### config.mk
export PLATFORM = sky130hd
export DESIGN_NAME = sgpu_icb_arb_flat
export DESIGN_NICKNAME = d
export VERILOG_FILES = /design/src/rtl/sgpu_icb_arb_pkg.sv /design/src/rtl/sgpu_icb_arb_if.sv /design/src/rtl/sgpu_arb_id_fifo.sv /design/src/rtl/sgpu_icb_arb.sv /design/src/flat_wrapper.sv
export SDC_FILE = /design/constraint.sdc
export NUM_CORES = 1
export LEC_CHECK = 0
export BUFFER_PORTS_ARGS = -buffer_cell sky130_fd_sc_hd__buf_2
export CAP_MARGIN = 15
export CORE_AREA = 2 2 202 204
export DETAILED_ROUTE_END_ITERATION = 8
export DIE_AREA = 0 0 204 206
export SLEW_MARGIN = 20
export SYNTH_ARGS = -nofsm -noshare
export SYNTH_HDL_FRONTEND = slang
export SYNTH_SLANG_ARGS = --single-unit
### constraint.sdc
create_clock -name clk -period 4.8 [get_ports clk]
set_clock_uncertainty 0.15 [all_clocks]
set_input_delay 0.72 -clock clk [delete_from_list [all_inputs] [get_ports clk]]
set_output_delay 0.72 -clock clk [all_outputs]
set_load 0.01 [all_outputs]
### src/rtl/sgpu_icb_arb_pkg.sv
// Shared types and constants for the SGPU two-requester ICB arbiter.
// Requester IDs and the round-robin pick helper live here.
package sgpu_icb_arb_pkg;

    localparam int SGPU_ARB_IDW = 1;

    typedef logic [SGPU_ARB_IDW-1:0] arb_id_t;

    localparam arb_id_t REQ_M0 = 1'b0;
    localparam arb_id_t REQ_M1 = 1'b1;

    // Unlocked pick: on contention favour the requester not granted last, unless fixed priority.
    function automatic arb_id_t arb_pick(
        input logic    vld0,
        input logic    vld1,
        input arb_id_t last,
        input logic    fixed_prio
    );
        arb_id_t pick;
        if (vld0 && vld1) begin
            pick = fixed_prio ? REQ_M0 : ~last;
        end else if (vld1) begin
            pick = REQ_M1;
        end else begin
            pick = REQ_M0;
        end
        return pick;
    endfunction

endpackage

### src/rtl/sgpu_icb_arb_if.sv
// One ICB link (command + response channels). The master modport issues
// commands and accepts responses; the slave modport is the opposite side.
interface sgpu_icb_arb_if #(
    parameter int AW = 32,
    parameter int DW = 64
);

    logic            cmd_vld;
    logic            cmd_rdy;
    logic            cmd_read;
    logic [AW-1:0]   cmd_addr;
    logic [DW-1:0]   cmd_wdata;
    logic [DW/8-1:0] cmd_wmask;
    logic            rsp_vld;
    logic            rsp_rdy;
    logic            rsp_err;
    logic [DW-1:0]   rsp_rdata;

    modport master (
        output cmd_vld, cmd_read, cmd_addr, cmd_wdata, cmd_wmask, rsp_rdy,
        input  cmd_rdy, rsp_vld, rsp_err, rsp_rdata
    );

    modport slave (
        input  cmd_vld, cmd_read, cmd_addr, cmd_wdata, cmd_wmask, rsp_rdy,
        output cmd_rdy, rsp_vld, rsp_err, rsp_rdata
    );

endinterface

### src/rtl/sgpu_arb_id_fifo.sv
// Synchronous FIFO holding the requester ID of each outstanding command.
// Push is ignored when full, pop is ignored when empty.
module sgpu_arb_id_fifo #(
    parameter int DEPTH = 2,
    parameter int WIDTH = 1
) (
    input  logic             clk,
    input  logic             rst,
    input  logic             push_i,
    input  logic [WIDTH-1:0] din_i,
    input  logic             pop_i,
    output logic [WIDTH-1:0] dout_o,
    output logic             full_o,
    output logic             empty_o
);

    localparam int PTR_W = (DEPTH > 1) ? $clog2(DEPTH) : 1;
    localparam int CNT_W = $clog2(DEPTH + 1);

    logic [WIDTH-1:0] mem_q [DEPTH];
    logic [PTR_W-1:0] wr_ptr_q, wr_ptr_d;
    logic [PTR_W-1:0] rd_ptr_q, rd_ptr_d;
    logic [CNT_W-1:0] cnt_q, cnt_d;
    logic             push_ok_s;
    logic             pop_ok_s;

    function automatic logic [PTR_W-1:0] ptr_inc(input logic [PTR_W-1:0] p);
        logic [PTR_W-1:0] n;
        if (p == PTR_W'(DEPTH - 1)) begin
            n = '0;
        end else begin
            n = p + PTR_W'(1);
        end
        return n;
    endfunction

    assign full_o    = (cnt_q == CNT_W'(DEPTH));
    assign empty_o   = (cnt_q == '0);
    assign push_ok_s = push_i & ~full_o;
    assign pop_ok_s  = pop_i & ~empty_o;
    assign dout_o    = mem_q[rd_ptr_q];

    // Pointer and occupancy next-state.
    always_comb begin
        wr_ptr_d = wr_ptr_q;
        rd_ptr_d = rd_ptr_q;
        cnt_d    = cnt_q;
        if (push_ok_s) begin
            wr_ptr_d = ptr_inc(wr_ptr_q);
        end else begin
            wr_ptr_d = wr_ptr_q;
        end
        if (pop_ok_s) begin
            rd_ptr_d = ptr_inc(rd_ptr_q);
        end else begin
            rd_ptr_d = rd_ptr_q;
        end
        case ({push_ok_s, pop_ok_s})
            2'b10:   cnt_d = cnt_q + CNT_W'(1);
            2'b01:   cnt_d = cnt_q - CNT_W'(1);
            default: cnt_d = cnt_q;
        endcase
    end

    // Pointer and occupancy registers.
    always_ff @(posedge clk) begin
        if (rst) begin
            wr_ptr_q <= '0;
            rd_ptr_q <= '0;
            cnt_q    <= '0;
        end else begin
            wr_ptr_q <= wr_ptr_d;
            rd_ptr_q <= rd_ptr_d;
            cnt_q    <= cnt_d;
        end
    end

    // Storage; contents are meaningless while empty, so no reset.
    always_ff @(posedge clk) begin
        if (push_ok_s) begin
            mem_q[wr_ptr_q] <= din_i;
        end
    end

endmodule

### src/rtl/sgpu_icb_arb.sv
// Two-requester ICB arbiter sharing the SGPU memory-side port.
// Define SGPU_ICB_ARB_FIXED_PRIO_EN for fixed priority to requester 0; default is round-robin.
module sgpu_icb_arb
    import sgpu_icb_arb_pkg::*;
#(
    parameter int AW       = 32,
    parameter int DW       = 64,
    parameter int OUTS_NUM = 2
) (
    input  logic            clk,
    input  logic            rst,
    sgpu_icb_arb_if.slave   m0_icb,
    sgpu_icb_arb_if.slave   m1_icb,
    sgpu_icb_arb_if.master  s_icb,
    output logic            orphan_rsp_err
);

`ifdef SGPU_ICB_ARB_FIXED_PRIO_EN
    localparam logic FIXED_PRIO = 1'b1;
`else
    localparam logic FIXED_PRIO = 1'b0;
`endif

    arb_id_t         last_q, last_d;
    logic            locked_q, locked_d;
    arb_id_t         lock_id_q, lock_id_d;
    logic            orphan_q, orphan_d;

    arb_id_t         sel_s;
    arb_id_t         head_id_s;
    logic            fifo_full_s;
    logic            fifo_empty_s;
    logic            cmd_vld_s;
    logic            cmd_hs_s;
    logic            cmd_read_s;
    logic [AW-1:0]   cmd_addr_s;
    logic [DW-1:0]   cmd_wdata_s;
    logic [DW/8-1:0] cmd_wmask_s;
    logic            m0_rsp_vld_s;
    logic            m1_rsp_vld_s;
    logic            rsp_rdy_s;
    logic            rsp_pop_s;

    // A held selection keeps the presented command stable until it is accepted.
    assign sel_s = locked_q ? lock_id_q
                            : arb_pick(m0_icb.cmd_vld, m1_icb.cmd_vld, last_q, FIXED_PRIO);

    assign cmd_vld_s = (m0_icb.cmd_vld | m1_icb.cmd_vld) & ~fifo_full_s;
    assign cmd_hs_s  = cmd_vld_s & s_icb.cmd_rdy;

    // Command field passthrough from the selected requester.
    always_comb begin
        cmd_read_s  = m0_icb.cmd_read;
        cmd_addr_s  = m0_icb.cmd_addr;
        cmd_wdata_s = m0_icb.cmd_wdata;
        cmd_wmask_s = m0_icb.cmd_wmask;
        case (sel_s)
            REQ_M1: begin
                cmd_read_s  = m1_icb.cmd_read;
                cmd_addr_s  = m1_icb.cmd_addr;
                cmd_wdata_s = m1_icb.cmd_wdata;
                cmd_wmask_s = m1_icb.cmd_wmask;
            end
            default: begin
                cmd_read_s  = m0_icb.cmd_read;
                cmd_addr_s  = m0_icb.cmd_addr;
                cmd_wdata_s = m0_icb.cmd_wdata;
                cmd_wmask_s = m0_icb.cmd_wmask;
            end
        endcase
    end

    assign s_icb.cmd_vld   = cmd_vld_s;
    assign s_icb.cmd_read  = cmd_read_s;
    assign s_icb.cmd_addr  = cmd_addr_s;
    assign s_icb.cmd_wdata = cmd_wdata_s;
    assign s_icb.cmd_wmask = cmd_wmask_s;
    assign m0_icb.cmd_rdy  = (sel_s == REQ_M0) & s_icb.cmd_rdy & ~fifo_full_s;
    assign m1_icb.cmd_rdy  = (sel_s == REQ_M1) & s_icb.cmd_rdy & ~fifo_full_s;

    // Response steering by FIFO head; with nothing outstanding the beat is swallowed.
    always_comb begin
        m0_rsp_vld_s = 1'b0;
        m1_rsp_vld_s = 1'b0;
        rsp_rdy_s    = 1'b0;
        if (fifo_empty_s) begin
            rsp_rdy_s = s_icb.rsp_vld;
        end else begin
            case (head_id_s)
                REQ_M0: begin
                    m0_rsp_vld_s = s_icb.rsp_vld;
                    rsp_rdy_s    = m0_icb.rsp_rdy;
                end
                REQ_M1: begin
                    m1_rsp_vld_s = s_icb.rsp_vld;
                    rsp_rdy_s    = m1_icb.rsp_rdy;
                end
                default: begin
                    rsp_rdy_s = 1'b0;
                end
            endcase
        end
    end

    assign rsp_pop_s        = s_icb.rsp_vld & rsp_rdy_s & ~fifo_empty_s;
    assign s_icb.rsp_rdy    = rsp_rdy_s;
    assign m0_icb.rsp_vld   = m0_rsp_vld_s;
    assign m0_icb.rsp_err   = m0_rsp_vld_s & s_icb.rsp_err;
    assign m0_icb.rsp_rdata = m0_rsp_vld_s ? s_icb.rsp_rdata : '0;
    assign m1_icb.rsp_vld   = m1_rsp_vld_s;
    assign m1_icb.rsp_err   = m1_rsp_vld_s & s_icb.rsp_err;
    assign m1_icb.rsp_rdata = m1_rsp_vld_s ? s_icb.rsp_rdata : '0;
    assign orphan_rsp_err   = orphan_q;

    // Grant history, lock and orphan next-state.
    always_comb begin
        last_d    = last_q;
        locked_d  = locked_q;
        lock_id_d = lock_id_q;
        if (cmd_hs_s) begin
            locked_d = 1'b0;
            last_d   = sel_s;
        end else if (cmd_vld_s) begin
            locked_d  = 1'b1;
            lock_id_d = sel_s;
        end else begin
            locked_d = locked_q;
        end
        orphan_d = orphan_q | (s_icb.rsp_vld & fifo_empty_s);
    end

    // Arbiter state registers; last resets to 1 so requester 0 wins first.
    always_ff @(posedge clk) begin
        if (rst) begin
            last_q    <= REQ_M1;
            locked_q  <= 1'b0;
            lock_id_q <= REQ_M0;
            orphan_q  <= 1'b0;
        end else begin
            last_q    <= last_d;
            locked_q  <= locked_d;
            lock_id_q <= lock_id_d;
            orphan_q  <= orphan_d;
        end
    end

    sgpu_arb_id_fifo #(
        .DEPTH (OUTS_NUM),
        .WIDTH (SGPU_ARB_IDW)
    ) u_id_fifo (
        .clk     (clk),
        .rst     (rst),
        .push_i  (cmd_hs_s),
        .din_i   (sel_s),
        .pop_i   (rsp_pop_s),
        .dout_o  (head_id_s),
        .full_o  (fifo_full_s),
        .empty_o (fifo_empty_s)
    );

endmodule

### src/flat_wrapper.sv
// flat-port wrapper written by rule: the top's interface ports become plain ports
module sgpu_icb_arb_flat import sgpu_icb_arb_pkg::*;
#(
    parameter int AW       = 32,
    parameter int DW       = 64,
    parameter int OUTS_NUM = 2
)
  (clk, rst, orphan_rsp_err, m0_icb_cmd_vld, m0_icb_cmd_read, m0_icb_cmd_addr, m0_icb_cmd_wdata, m0_icb_cmd_wmask, m0_icb_rsp_rdy, m0_icb_cmd_rdy, m0_icb_rsp_vld, m0_icb_rsp_err, m0_icb_rsp_rdata, m1_icb_cmd_vld, m1_icb_cmd_read, m1_icb_cmd_addr, m1_icb_cmd_wdata, m1_icb_cmd_wmask, m1_icb_rsp_rdy, m1_icb_cmd_rdy, m1_icb_rsp_vld, m1_icb_rsp_err, m1_icb_rsp_rdata, s_icb_cmd_vld, s_icb_cmd_read, s_icb_cmd_addr, s_icb_cmd_wdata, s_icb_cmd_wmask, s_icb_rsp_rdy, s_icb_cmd_rdy, s_icb_rsp_vld, s_icb_rsp_err, s_icb_rsp_rdata);
  sgpu_icb_arb_if #(.AW(AW), .DW(DW)) m0_icb_i ();
  sgpu_icb_arb_if #(.AW(AW), .DW(DW)) m1_icb_i ();
  sgpu_icb_arb_if #(.AW(AW), .DW(DW)) s_icb_i ();
  input  logic clk;
  input  logic rst;
  output logic orphan_rsp_err;
  input wire logic [$bits(m0_icb_i.cmd_vld)-1:0] m0_icb_cmd_vld;
  input wire logic [$bits(m0_icb_i.cmd_read)-1:0] m0_icb_cmd_read;
  input wire logic [$bits(m0_icb_i.cmd_addr)-1:0] m0_icb_cmd_addr;
  input wire logic [$bits(m0_icb_i.cmd_wdata)-1:0] m0_icb_cmd_wdata;
  input wire logic [$bits(m0_icb_i.cmd_wmask)-1:0] m0_icb_cmd_wmask;
  input wire logic [$bits(m0_icb_i.rsp_rdy)-1:0] m0_icb_rsp_rdy;
  output wire logic [$bits(m0_icb_i.cmd_rdy)-1:0] m0_icb_cmd_rdy;
  output wire logic [$bits(m0_icb_i.rsp_vld)-1:0] m0_icb_rsp_vld;
  output wire logic [$bits(m0_icb_i.rsp_err)-1:0] m0_icb_rsp_err;
  output wire logic [$bits(m0_icb_i.rsp_rdata)-1:0] m0_icb_rsp_rdata;
  input wire logic [$bits(m1_icb_i.cmd_vld)-1:0] m1_icb_cmd_vld;
  input wire logic [$bits(m1_icb_i.cmd_read)-1:0] m1_icb_cmd_read;
  input wire logic [$bits(m1_icb_i.cmd_addr)-1:0] m1_icb_cmd_addr;
  input wire logic [$bits(m1_icb_i.cmd_wdata)-1:0] m1_icb_cmd_wdata;
  input wire logic [$bits(m1_icb_i.cmd_wmask)-1:0] m1_icb_cmd_wmask;
  input wire logic [$bits(m1_icb_i.rsp_rdy)-1:0] m1_icb_rsp_rdy;
  output wire logic [$bits(m1_icb_i.cmd_rdy)-1:0] m1_icb_cmd_rdy;
  output wire logic [$bits(m1_icb_i.rsp_vld)-1:0] m1_icb_rsp_vld;
  output wire logic [$bits(m1_icb_i.rsp_err)-1:0] m1_icb_rsp_err;
  output wire logic [$bits(m1_icb_i.rsp_rdata)-1:0] m1_icb_rsp_rdata;
  output wire logic [$bits(s_icb_i.cmd_vld)-1:0] s_icb_cmd_vld;
  output wire logic [$bits(s_icb_i.cmd_read)-1:0] s_icb_cmd_read;
  output wire logic [$bits(s_icb_i.cmd_addr)-1:0] s_icb_cmd_addr;
  output wire logic [$bits(s_icb_i.cmd_wdata)-1:0] s_icb_cmd_wdata;
  output wire logic [$bits(s_icb_i.cmd_wmask)-1:0] s_icb_cmd_wmask;
  output wire logic [$bits(s_icb_i.rsp_rdy)-1:0] s_icb_rsp_rdy;
  input wire logic [$bits(s_icb_i.cmd_rdy)-1:0] s_icb_cmd_rdy;
  input wire logic [$bits(s_icb_i.rsp_vld)-1:0] s_icb_rsp_vld;
  input wire logic [$bits(s_icb_i.rsp_err)-1:0] s_icb_rsp_err;
  input wire logic [$bits(s_icb_i.rsp_rdata)-1:0] s_icb_rsp_rdata;
  assign m0_icb_i.cmd_vld = m0_icb_cmd_vld;
  assign m0_icb_i.cmd_read = m0_icb_cmd_read;
  assign m0_icb_i.cmd_addr = m0_icb_cmd_addr;
  assign m0_icb_i.cmd_wdata = m0_icb_cmd_wdata;
  assign m0_icb_i.cmd_wmask = m0_icb_cmd_wmask;
  assign m0_icb_i.rsp_rdy = m0_icb_rsp_rdy;
  assign m0_icb_cmd_rdy = m0_icb_i.cmd_rdy;
  assign m0_icb_rsp_vld = m0_icb_i.rsp_vld;
  assign m0_icb_rsp_err = m0_icb_i.rsp_err;
  assign m0_icb_rsp_rdata = m0_icb_i.rsp_rdata;
  assign m1_icb_i.cmd_vld = m1_icb_cmd_vld;
  assign m1_icb_i.cmd_read = m1_icb_cmd_read;
  assign m1_icb_i.cmd_addr = m1_icb_cmd_addr;
  assign m1_icb_i.cmd_wdata = m1_icb_cmd_wdata;
  assign m1_icb_i.cmd_wmask = m1_icb_cmd_wmask;
  assign m1_icb_i.rsp_rdy = m1_icb_rsp_rdy;
  assign m1_icb_cmd_rdy = m1_icb_i.cmd_rdy;
  assign m1_icb_rsp_vld = m1_icb_i.rsp_vld;
  assign m1_icb_rsp_err = m1_icb_i.rsp_err;
  assign m1_icb_rsp_rdata = m1_icb_i.rsp_rdata;
  assign s_icb_cmd_vld = s_icb_i.cmd_vld;
  assign s_icb_cmd_read = s_icb_i.cmd_read;
  assign s_icb_cmd_addr = s_icb_i.cmd_addr;
  assign s_icb_cmd_wdata = s_icb_i.cmd_wdata;
  assign s_icb_cmd_wmask = s_icb_i.cmd_wmask;
  assign s_icb_rsp_rdy = s_icb_i.rsp_rdy;
  assign s_icb_i.cmd_rdy = s_icb_cmd_rdy;
  assign s_icb_i.rsp_vld = s_icb_rsp_vld;
  assign s_icb_i.rsp_err = s_icb_rsp_err;
  assign s_icb_i.rsp_rdata = s_icb_rsp_rdata;
  sgpu_icb_arb #(.AW(AW), .DW(DW), .OUTS_NUM(OUTS_NUM)) u_core (.clk(clk), .rst(rst), .m0_icb(m0_icb_i), .m1_icb(m1_icb_i), .s_icb(s_icb_i), .orphan_rsp_err(orphan_rsp_err));
endmodule
==> results.tsv <==
metric	value	unit
hp-class	reg2reg	
status	complete, no violations	
place_area	5917	sq um
rsz0062_at_grt	no	
hold_buffers	0	
cts_resized	0	
synthToLayoutAreaGrowth	119.4	%
slew_headroom	59.64	%
detail_route.iter0.violations	122	
grt_pass1_vias	3802	
port_buffers	524	
cts_buffers	3	
criticalPathCategory	in2out	
worstPathArrival	2410	ps
grt_max_degree	67	
core	40180	sq um
yosysSeqAreaShare	8.715	%
path_clk_slew	50	ps
hold_violations	0	
postRouteAntennaNets	0	
drc	0	
cts_buffer_depth	2	
die_area	42020	sq um
initial_core_util	6.860	%
overflow	0	
routedWlPerCell	11.50	um
max_freq	304.7	MHz
drv_slew	0	
dp_hpwl	14400	um
yosysUniqueCellTypes	36	
die_w	204	um
final_cells	1362	
finalWirelength	15660	um
syn_area_per_cell	8.560	sq um
final.period_utilization	68.37	%
worst_pin_slew	592.8	ps
tns	0	ps
drive_above_1_share	66.83	%
place.gp.congestion	0.8464	
die_h	206	um
vdd_drop_max	0.1094	mV
syn_area	2756	sq um
min_period	3282	ps
holdWs	342.6	ps
cts_tree	done	
clockRootBuffer	clkbuf_16	
placed_cells	1355	
syn-num-nets	606	
yosys_warnings	0	
vias_per_cell	3.164	
crit_path_start_kind	primary input	
clk_latency	240	ps
antenna_found_initial	2	
p_leak	3.399	nW
synth-seq-cells	11	
worstPathRequired	3930	ps
via_count	4309	
htreeDepth	1	
grt_use_total	6.451	%
post_cts.repair.setup_buffers	0	
dr.pass1.iters	4	
worstSetupEndpointType	output pin	
finalSetupViolCount	0	
powerDensity	175.0	nW/um^2
fin_area	6047	sq um
final_nets	1114	
syn_inst	322	
cap_violations	0	
num_io_pins	525	
cp_max_fo	14	
rows	74	
cts.sinks	11	
grt_first_pass_wirelength	20670	um
worst paths after layout:
path / start / endpoint / slack, ps / cells past startpoint
setup / recovery: m1_icb_cmd_vld / s_icb_cmd_wdata[38] / 1520 / 6
hold / removal: u_core.u_id_fifo.wr_ptr_q / u_core.u_id_fifo.wr_ptr_q / 340 / 2
setup reg to reg: u_core.u_id_fifo.mem_q[1] / u_core.u_id_fifo.cnt_q[1] / 2460 / 5
hold reg to reg: u_core.u_id_fifo.wr_ptr_q / u_core.u_id_fifo.wr_ptr_q / 340 / 2
critical path: stages:
cell      delay (ps)
buf_2            110
a21boi_1         140
mux2i_4          500
buf_4            310
mux2_1           440
buf_2            180
sequential cells by signal, summed over array words and instances (netlist names), named ones only:
register                   cells
u_core.lock_id_q               1
u_core.u_id_fifo.wr_ptr_q      1
u_core.orphan_rsp_err          1
u_core.u_id_fifo.cnt_q         2
u_core.last_q                  1
u_core.u_id_fifo.mem_q         2
u_core.u_id_fifo.rd_ptr_q      1
u_core.locked_q                1
metal layers:
layer / up-vias / share of wire [%] / global-route usage [%] / wire length (um)
met2: 315 / 53 / 13.06 / 8315
met1: 1887 / 35 / 6.790 / 5470
li1: 2097 / - / - / -
met5: - / 0 / 0 / 0
met3: 10 / 9.6 / 0.7569 / 1509
met4: 0 / 2.3 / 2.200 / 367
cells in the mapped netlist (all sizes together):
cell | number | area [sq um]
a31oi | 1 | 6.260
xnor2 | 1 | 8.760
clkbuf | 11 | 51.30
or2 | 1 | 6.260
mux2 | 109 | 1227
nand2b | 1 | 6.260
mux2i | 3 | 33.78
o21ai | 2 | 10.00
nor4 | 1 | 6.260
and3 | 1 | 6.260
o31ai | 1 | 7.510
or3 | 1 | 6.260
dfxtp | 9 | 180.2
o211ai | 2 | 15.01
a21oi | 4 | 20.02
a311oi | 1 | 8.760
inv | 4 | 15.01
ha | 1 | 12.51
or4 | 1 | 7.510
and2 | 131 | 819.5
a22oi | 1 | 7.510
edfxtp | 2 | 60.06
nor2b | 3 | 21.27
nor2 | 8 | 30.03
xor2 | 1 | 8.760
nor3 | 3 | 15.01
buf | 17 | 151.4
a21boi | 1 | 7.510
placed cells by master, fill, tap and decap left out, drive strengths merged, types with 2 or more instances in the layout:
cell type	netlist	layout
mux2	109	109
nor3	3	3
mux2i	3	3
and2	131	131
clkbuf	11	3
dfxtp	9	9
inv	4	4
nor2	8	8
o211ai	2	2
o21ai	2	2
nor2b	3	3
a21oi	4	4
edfxtp	2	2
buf	17	531
through the flow:
stage          power (mW)  util, %  setup slack (ps)
5_1_grt             1.135    15.05              1421
3_5_place_dp       0.8981    14.72              1501
2_1_floorplan      0.5541        -              2227
4_1_cts             1.058    14.92              1444
6_report            1.058    15.05              1518
3_3_place_gp       0.8872    14.72              1564
where the power goes:
group,switching [mW],internal [mW],total (mW)
clock network,0.0424,0.110,0.153
logic,0.388,0.388,0.775
registers,0.0198,0.110,0.130
kinds of logic after synthesis:
family          Yosys count  share of synthesized area [%]
fa+ha+maj                 1                         0.4539
compound gates           13                          2.996
mux                     112                          45.76
xor+xnor                  2                         0.6356
buf+inv                  32                          7.898
flops                    11                          8.715
simple gates            151                          33.55
cell type report:
type / instances / area (sq um)
Fill cell: 4568 / 34140
Timing Repair Buffer: 531 / 2720
Multi-Input combinational cell: 279 / 2323
Tap cell: 532 / 665.6
Sequential cell: 11 / 240.2
Clock buffer: 3 / 75.07
Inverter: 4 / 15.01
Clock inverter: 1 / 5.005
Antenna cell: 1 / 2.502
No activity file was read; power rests on OpenSTA's default activity.
